`src/rtl/dcache_ctrl_nway.sv`:
```
// Control FSM for an N-way set-associative write-back, write-allocate data cache:
// hit detection, victim selection, writeback, line fill, LRU update and perf counters.
module dcache_ctrl_nway #(
   parameter int unsigned WAYS  = 4,
   parameter int unsigned CNT_W = 32,
   localparam int unsigned WAY_W = $clog2(WAYS)
) (
   input  logic             clk,
   input  logic             rst,
   input  logic             mem_read,
   input  logic             mem_write,
   output logic             mem_resp,
   output logic             pmem_read,
   output logic             pmem_write,
   input  logic             pmem_resp,
   input  logic [WAYS-1:0]  hit_way,
   input  logic [WAYS-1:0]  valid_way,
   input  logic [WAYS-1:0]  dirty_way,
   input  logic [WAY_W-1:0] lru_way,
   output logic [WAY_W-1:0] way_sel,
   output logic             load_line,
   output logic             load_tag,
   output logic             cpu_wr_en,
   output logic             set_dirty,
   output logic             clr_dirty,
   output logic             lru_update,
   output logic             addr_out_sel,
   output logic [CNT_W-1:0] hit_count,
   output logic [CNT_W-1:0] miss_count,
   output logic [CNT_W-1:0] wb_count
);

   typedef enum logic [1:0] {IDLE, WB, FILL} state_t;

   state_t           state_q, state_d;
   logic [WAY_W-1:0] victim_q, victim_d;
   logic [WAY_W-1:0] hit_idx, inv_idx, victim;
   logic             hit_any, inv_any, req;
   logic             hit_inc, miss_inc, wb_inc;

   // Lowest-index priority encoders for hit and invalid ways
   always_comb begin
      hit_idx = '0;
      inv_idx = '0;
      for (int i = WAYS - 1; i >= 0; i--) begin
         if (hit_way[i])    hit_idx = WAY_W'(i);
         if (!valid_way[i]) inv_idx = WAY_W'(i);
      end
      hit_any = |hit_way;
      inv_any = ~&valid_way;
      victim  = inv_any ? inv_idx : lru_way;
      req     = mem_read | mem_write;
   end

   always_ff @(posedge clk) begin
      if (rst) begin
         state_q    <= IDLE;
         victim_q   <= '0;
         hit_count  <= '0;
         miss_count <= '0;
         wb_count   <= '0;
      end else begin
         state_q  <= state_d;
         victim_q <= victim_d;
         if (hit_inc && hit_count != {CNT_W{1'b1}})   hit_count  <= hit_count + CNT_W'(1);
         if (miss_inc && miss_count != {CNT_W{1'b1}}) miss_count <= miss_count + CNT_W'(1);
         if (wb_inc && wb_count != {CNT_W{1'b1}})     wb_count   <= wb_count + CNT_W'(1);
      end
   end

   // Next state and datapath strobes; everything is forced quiet while rst is high
   always_comb begin
      state_d      = state_q;
      victim_d     = victim_q;
      way_sel      = victim_q;
      mem_resp     = 1'b0;
      pmem_read    = 1'b0;
      pmem_write   = 1'b0;
      load_line    = 1'b0;
      load_tag     = 1'b0;
      cpu_wr_en    = 1'b0;
      set_dirty    = 1'b0;
      clr_dirty    = 1'b0;
      lru_update   = 1'b0;
      addr_out_sel = 1'b0;
      hit_inc      = 1'b0;
      miss_inc     = 1'b0;
      wb_inc       = 1'b0;
      if (!rst) begin
         unique case (state_q)
            IDLE: begin
               if (req && hit_any) begin
                  mem_resp   = 1'b1;
                  lru_update = 1'b1;
                  way_sel    = hit_idx;
                  cpu_wr_en  = mem_write;
                  set_dirty  = mem_write;
                  hit_inc    = 1'b1;
               end else if (req) begin
                  victim_d = victim;
                  miss_inc = 1'b1;
                  state_d  = (valid_way[victim] && dirty_way[victim]) ? WB : FILL;
               end
            end
            WB: begin
               pmem_write   = 1'b1;
               addr_out_sel = 1'b1;
               if (pmem_resp) begin
                  wb_inc  = 1'b1;
                  state_d = FILL;
               end
            end
            FILL: begin
               pmem_read = 1'b1;
               if (pmem_resp) begin
                  load_line = 1'b1;
                  load_tag  = 1'b1;
                  clr_dirty = 1'b1;
                  state_d   = IDLE;
               end
            end
            default: state_d = IDLE;
         endcase
      end
   end

endmodule

```
`config.mk`:
```
export PLATFORM = sky130hd
export DESIGN_NAME = dcache_ctrl_nway
export DESIGN_NICKNAME = d
export VERILOG_FILES = /design/src/rtl/dcache_ctrl_nway.sv
export SDC_FILE = /design/constraint.sdc
export NUM_CORES = 1
export LEC_CHECK = 0
export CORE_AREA = 2 2 106 108
export DETAILED_ROUTE_END_ITERATION = 8
export DIE_AREA = 0 0 108 110
export GPL_TIMING_DRIVEN = 0
export PLACE_DENSITY = 0.81
export SLEW_MARGIN = 40
export SYNTH_ARGS = -nofsm -noshare
export SYNTH_HDL_FRONTEND = slang
export SYNTH_SLANG_ARGS = --single-unit
```
`constraint.sdc`:
```
create_clock -name clk -period 3.1 [get_ports clk]
set_clock_uncertainty 0.1 [all_clocks]
set_input_delay 0.62 -clock clk [delete_from_list [all_inputs] [get_ports clk]]
set_output_delay 0.62 -clock clk [all_outputs]
set_load 0.05 [all_outputs]
```
==> impl_metrics.csv, run 1 <==
group,metric,value,unit
timing,period_share,98.8,%
placed_design,port_buffers,125,
synth,synth_edf_count,0,
synth,async_flop_share,0,%
clock_tree,cts_hold_buf,0,
floorplan,boundaryPins,127,
drt,wl_per_cell,16.4,um
synth,synthTopCellsByArea,"dfxtp_1 (38%), a21oi_1 (7.7%), or3_1 (5.6%)",
grt,grt_pass1_vias,5302,
floorplan,row_count,38,
clock_tree,cts.htree.levels,3,
synth,syn-num-nets,673,
clock_tree,cts_sinks,100,
synth,yosysSeqAreaShare,37.9,%
synth,synth_cell_type_count,54,
timing,min_period,3.06,ns
final_layout,drive_gt1_share,6.79,%
floorplan,die_x,108,um
grt,grt_pass1_wl,24700,um
worst_setup_path,start_kind,"input port",
placed_design,routabilityCongestion,0.907,
drt,via_per_inst,6.14,
timing,maxSlewHeadroom,42.8,%
timing,fin_ws,0.0375,ns
timing,final-setup-viol-count,0,
timing,worstMarginPinSlew,0.845,ns
timing,final-hold-violation-count,0,
synth,synth_ff_type,"dfxtp_1",
synth,netlist_instances,651,
drt,ant_nets,0,
floorplan,die_y,110,um
timing,fmax,327,MHz
drt,drt-pass1-iter-count,5,
grt,grt_max_degree,16,
clock_tree,clk-insertion-delay-late,0.37,ns
final_layout,synthToLayoutAreaGrowth,31.7,%
worst_setup_path,critPathKind,"input port to flip-flop",
synth,yosysMostFrequentCell,"dfxtp_1",
worst_setup_path,critPathRequiredTime,3.30,ns
final_layout,regArea,2000,um^2
synth,synth_common_cells,"dfxtp_1 (100), a21oi_1 (81), or3_1 (47)",
power_and_ir_drop,total_power,0.00233,W
synth,synth_area_per_cell,8.12,um^2
drt,drc,0,
grt,grt_overflow,0,
drt,routed_wl,15400,um
run,max-cap-violations,0,
final_layout,multiInputGateArea,3070,um^2
synth,ys_ff_latch,100,
drt,vias,5737,
synth,yosysTopAreaCellShare,37.9,%
placed_design,dp_worst_setup_slack,-0.800,ns
clock_tree,cts_tree,"done",
drt,drt-initial-drc-count,270,
final_layout,layout.nets,812,
synth,yosysWarningCount,0,
placed_design,hpwl,11400,um
final_layout,finish.utilization,65.1,%
worst_setup_path,arrival,3.27,ns
clock_tree,clockBufferDepth,2,
worst_hold_path,hold_class,"flip-flop to flip-flop",
floorplan,start_util,49.4,%
worst_setup_path,endpoint_kind,"flip-flop",
final_layout,fill_cells,925,
floorplan,dieArea,11900,um^2
synth,synth.largest_area_cell,"dfxtp_1",
timing,hold_slack,0.404,ns
clock_tree,cts-root-buf,"clkbuf_8",
floorplan,core,10700,um^2
power_and_ir_drop,peakVddDrop,0.192,mV
worst_setup_path,critPathMaxFanout,6,
grt,grt_usage,25.8,%
clock_tree,cts_buffers,9,
outcome,outcome,"complete, no violations",
power_and_ir_drop,cellLeakagePower,2.16,nW
clock_tree,cts.clk_slew.worst_paths,0.10,ns
synth,synth_area,5290,um^2
timing,slew_violations,0,
power_and_ir_drop,power_density,334,nW/um^2
grt,antenna_found_initial,0,
final_layout,antenna_cells,0,
==> metal layers <==
| layer | GRT usage [%] | wire (um) |
|---|---|---|
| met5 | 0 | 0 |
| met4 | 10.4 | 335 |
| met3 | 5.35 | 1120 |
| met2 | 43.9 | 7460 |
| met1 | 32.0 | 6460 |
==> logic make-up after synthesis <==
family          Yosys count  synth area share (%)
flops                   100                  37.9
simple gates            298                  33.9
compound gates          180                  19.7
mux                       6                  1.23
buf+inv                  53                  4.73
fa+ha+maj                 3                 0.710
xor+xnor                 11                  1.82
==> through the flow <==
stage / instance area [um^2] / cells / setup TNS (ns)
after floorplan: 5300 / 651 / 0
after global placement: 6720 / 916 / -8.18
after detailed placement: 6720 / 916 / -8.57
after CTS: 6910 / 933 / 0
after global routing: 6960 / 935 / -0.0178
final: 6960 / 935 / 0
==> timing repair <==
item,CTS,global route
pin swaps,0,2
resized for setup,25,10
buffers inserted,2,2
gates cloned,0,0
endpoints found under the setup margin,6,19
==> layout by cell type (no fill, tap or decap), types with 3 or more instances in the layout <==
master and n:
clkdlybuf4s50_1 116, dfxtp_1 100, a21oi_1 80, or3_1 47, o21ai_0 45, nand2_1 41, o31ai_1 38, or4_1 36
nand4_1 35, nand3_1 33, nor2_1 27, clkbuf_1 25, and3_1 16, inv_1 16, and2_1 13, and4_1 12
buf_4 11, clkbuf_8 10, xor2_1 9, nor4_1 6, nor3_1 5, nor2b_1 5, mux2_2 4, nand2b_1 3
o211ai_1 3, o2111ai_1 3, buf_2 3, ha_1 3, dlymetal6s2s_1 3, clkdlybuf4s15_2 3
==> state kept, by name, summed over array words and instances (netlist names) <==
name	count
victim_q	2
hit_count	32
wb_count	32
miss_count	32
state_q	2
==> worst paths after layout <==
kind,start,to,slack [ns],cells past startpoint
max,hit_way[0],miss_count[15],0.04,6
min,wb_count[27],wb_count[27],0.40,2
max reg2reg,hit_count[25],hit_count[2],0.25,7
min reg2reg,wb_count[27],wb_count[27],0.40,2
==> area by class of cell <==
class	instances	area share [%]
sequential	100	28.8
buffer	36	2.70
multi-input combinational	498	44.1
clock buffer	12	1.94
clock inverter	4	0.719
timing repair buffer	129	18.4
tap	140	2.52
inverter	16	0.863
==> critical path: stages <==
cell and delay (ns):
clkdlybuf4s50_1 0.45, or4_4 0.58, or4_4 0.48, or3_4 0.44
or4b_1 0.52, a21oi_1 0.16
==> power breakdown <==
| group | switching [W] | total (W) | internal (W) |
|---|---|---|---|
| logic | 0.000115 | 0.000185 | 0.0000704 |
| clock network | 0.000467 | 0.000841 | 0.000374 |
| registers | 0.0000102 | 0.00130 | 0.00129 |
(Power assumes the default switching activity.)
==> run 2: changes to the inputs <==
--- a/config.mk
+++ b/config.mk
@@ -10,6 +10,7 @@
 export DIE_AREA = 0 0 108 110
 export GPL_TIMING_DRIVEN = 0
 export PLACE_DENSITY = 0.81
+export REMOVE_ABC_BUFFERS = 1
 export SLEW_MARGIN = 40
 export SYNTH_ARGS = -nofsm -noshare
 export SYNTH_HDL_FRONTEND = slang
==> run 2 against run 1 <==
Net effect: flip-flop and latch count unchanged; critical path type unchanged; cell area shrank 1.7%; sequential share of layout area is 0.51 points higher; critical endpoint unchanged; utilization fell by 1.1 points.
==> impl_metrics.csv, run 2 (synthesis gave the netlist of run 1 again) <==
group,metric,value,unit
grt,met2_usage,38.4,%
outcome,outcome,"complete, no violations",
grt,grtUsageMet1,29.5,%
drt,drt-pass1-iter-count,6,
worst_setup_path,path_cells,"clkdlybuf4s50_1 > or4_4 > or4_4 > or3_4 > or4b_1 > a21oi_1",
grt,grt_usage,23.1,%
clock_tree,cts_buffers,9,
timing,worstMarginPinSlew,0.812,ns
power_and_ir_drop,p_seq_share,58.2,%
power_and_ir_drop,total_power,0.00223,W
worst_hold_path,hold_class,"flip-flop to flip-flop",
power_and_ir_drop,combinationalPowerShare,7.7,%
drt,drc,0,
final_layout,antenna_cells,0,
final_layout,final_cell_mix,"clkdlybuf4s50_1 (113), dfxtp_1 (100), a21oi_1 (81), or3_1 (47), o21ai_0 (45)",
timing,final-setup-viol-count,0,
grt,top_usage_layer,"met2",
power_and_ir_drop,switching_power,0.000542,W
placed_design,dp.cells,886,
grt,grt_pass1_wl,22500,um
floorplan,core,10700,um^2
timing,period_share,98.0,%
drt,vias,5571,
worst_setup_path,startpoint,"hit_way[0]",
clock_tree,cts_tree,"done",
worst_setup_path,worst-path-buf-inv,1,
floorplan,row_count,38,
power_and_ir_drop,pwr-share-clk,34.0,%
placed_design,routabilityCongestion,0.835,
worst_setup_path,cp-endpoint,"miss_count[15]",
drt,routed_wl,14000,um
power_and_ir_drop,p_sw_share,24.3,%
worst_setup_path,critPathMaxFanout,6,
power_and_ir_drop,cellLeakagePower,2.11,nW
final_layout,drive_gt1_share,7.30,%
timing,slew_violations,0,
clock_tree,clk-insertion-delay-late,0.36,ns
worst_setup_path,reg2reg_to,"miss_count[13]",
floorplan,die_x,108,um
placed_design,dp_worst_setup_slack,-0.524,ns
drt,wl_per_cell,15.4,um
grt,grt_max_degree,57,
timing,fin_ws,0.0614,ns
worst_setup_path,rrSetupSlack,0.31,ns
grt,grt_overflow,0,
worst_setup_path,r2r_start,"miss_count[3]",
drt,drt-initial-drc-count,286,
final_layout,stdcell_count,907,
clock_tree,cts-root-buf,"clkbuf_8",
placed_design,hpwl,10100,um
run,max-cap-violations,0,
worst_setup_path,critPathKind,"input port to flip-flop",
drt,via_per_inst,6.14,
clock_tree,cts.htree.levels,3,
final_layout,layout.nets,785,
worst_setup_path,critPathRequiredTime,3.29,ns
final_layout,reg.largest.list,"hit_count x32, miss_count x32, wb_count x32",
worst_setup_path,cp.depth,6,
power_and_ir_drop,intPower,0.00169,W
drt,ant_nets,0,
grt,antenna_found_initial,0,
floorplan,dieArea,11900,um^2
worst_setup_path,arrival,3.23,ns
clock_tree,clockBufferDepth,2,
floorplan,boundaryPins,127,
placed_design,port_buffers,126,
timing,grt_setup_unrepaired,"false",
floorplan,start_util,49.4,%
grt,grt_pass1_vias,4968,
timing,maxSlewHeadroom,45.0,%
final_layout,synthToLayoutAreaGrowth,29.4,%
clock_tree,cts.clk_slew.worst_paths,0.09,ns
grt,met3_usage,5.23,%
worst_setup_path,critPathTopFamily,"simple AND/OR/NAND/NOR gates",
worst_setup_path,critical-path-slowest-cell,"or4_4",
worst_setup_path,ff2ff_path_depth,7,
timing,final-hold-violation-count,0,
power_and_ir_drop,peakVddDrop,0.255,mV
timing,min_period,3.04,ns
timing,fmax,329,MHz
worst_setup_path,endpoint_kind,"flip-flop",
worst_setup_path,cp_common_cell,"or4_4",
worst_setup_path,cpPeakStageDelay,0.58,ns
placed_design,placedInstanceArea,6620,um^2
floorplan,die_y,110,um
final_layout,final_area,6840,um^2
power_and_ir_drop,power_density,326,nW/um^2
clock_tree,cts_hold_buf,0,
final_layout,mostFrequentLayoutCell,"clkdlybuf4s50_1",
worst_setup_path,start_kind,"input port",
clock_tree,cts_sinks,100,
-- run 2: cell type report --
| cell class | count | area (um^2) |
|---|---|---|
| clock buffers | 14 | 163 |
| clock inverters | 1 | 7.51 |
| fillers | 908 | 3860 |
| inverters | 16 | 60.1 |
| multi-input cells | 498 | 3100 |
| flip-flops and latches | 100 | 2000 |
| well taps | 140 | 175 |
| repair buffers | 138 | 1330 |
-- run 2: timing repair --
action | CTS | global route
gates resized for setup | 30 | 6
setup buffers | 2 | 4
setup endpoints to repair | 10 | 22
pin swaps | 1 | 2
-- run 2: worst min path at each step --
stage                    from              to  slack, ns  cells after the start
6_report         hit_count[0]    hit_count[0]       0.40                      1
5_1_grt          hit_count[0]    hit_count[0]       0.42                      1
4_1_cts          hit_count[0]    hit_count[0]       0.40                      1
3_5_place_dp     hit_count[0]    hit_count[0]       0.38                      1
3_3_place_gp   miss_count[15]  miss_count[15]       0.37                      2
2_1_floorplan     victim_q[0]     victim_q[0]       0.36                      2
-- run 2: metal layers --
layer | part of all wire [%] | vias to the layer above | wire length, um
met5 | 0 | - | 0
met4 | 2.1 | 0 | 295
met3 | 7.1 | 26 | 1000
met2 | 48 | 203 | 6710
met1 | 43 | 2627 | 6010
li1 | - | 2715 | -
-- run 2: per-stage QoR --
step           setup TNS (ns)  hold slack, ns  utilization (%)
6_report                    0           0.398             63.9
5_1_grt                     0           0.415             63.9
4_1_cts                     0           0.403             63.3
3_5_place_dp           -11.58           0.382             61.8
3_3_place_gp          -295.29           0.374             61.1
2_1_floorplan          -19.72           0.358                -
-- run 2: power groups by stage --
stage / logic [W] / registers [W] / clock network (W)
after floorplan: 0.0000617 / 0.00135 / 0
after global placement: 0.000168 / 0.00133 / 0
after detailed placement: 0.000176 / 0.00133 / 0
after CTS: 0.000172 / 0.00130 / 0.000776
after global routing: 0.000184 / 0.00130 / 0.000825
final: 0.000172 / 0.00130 / 0.000759
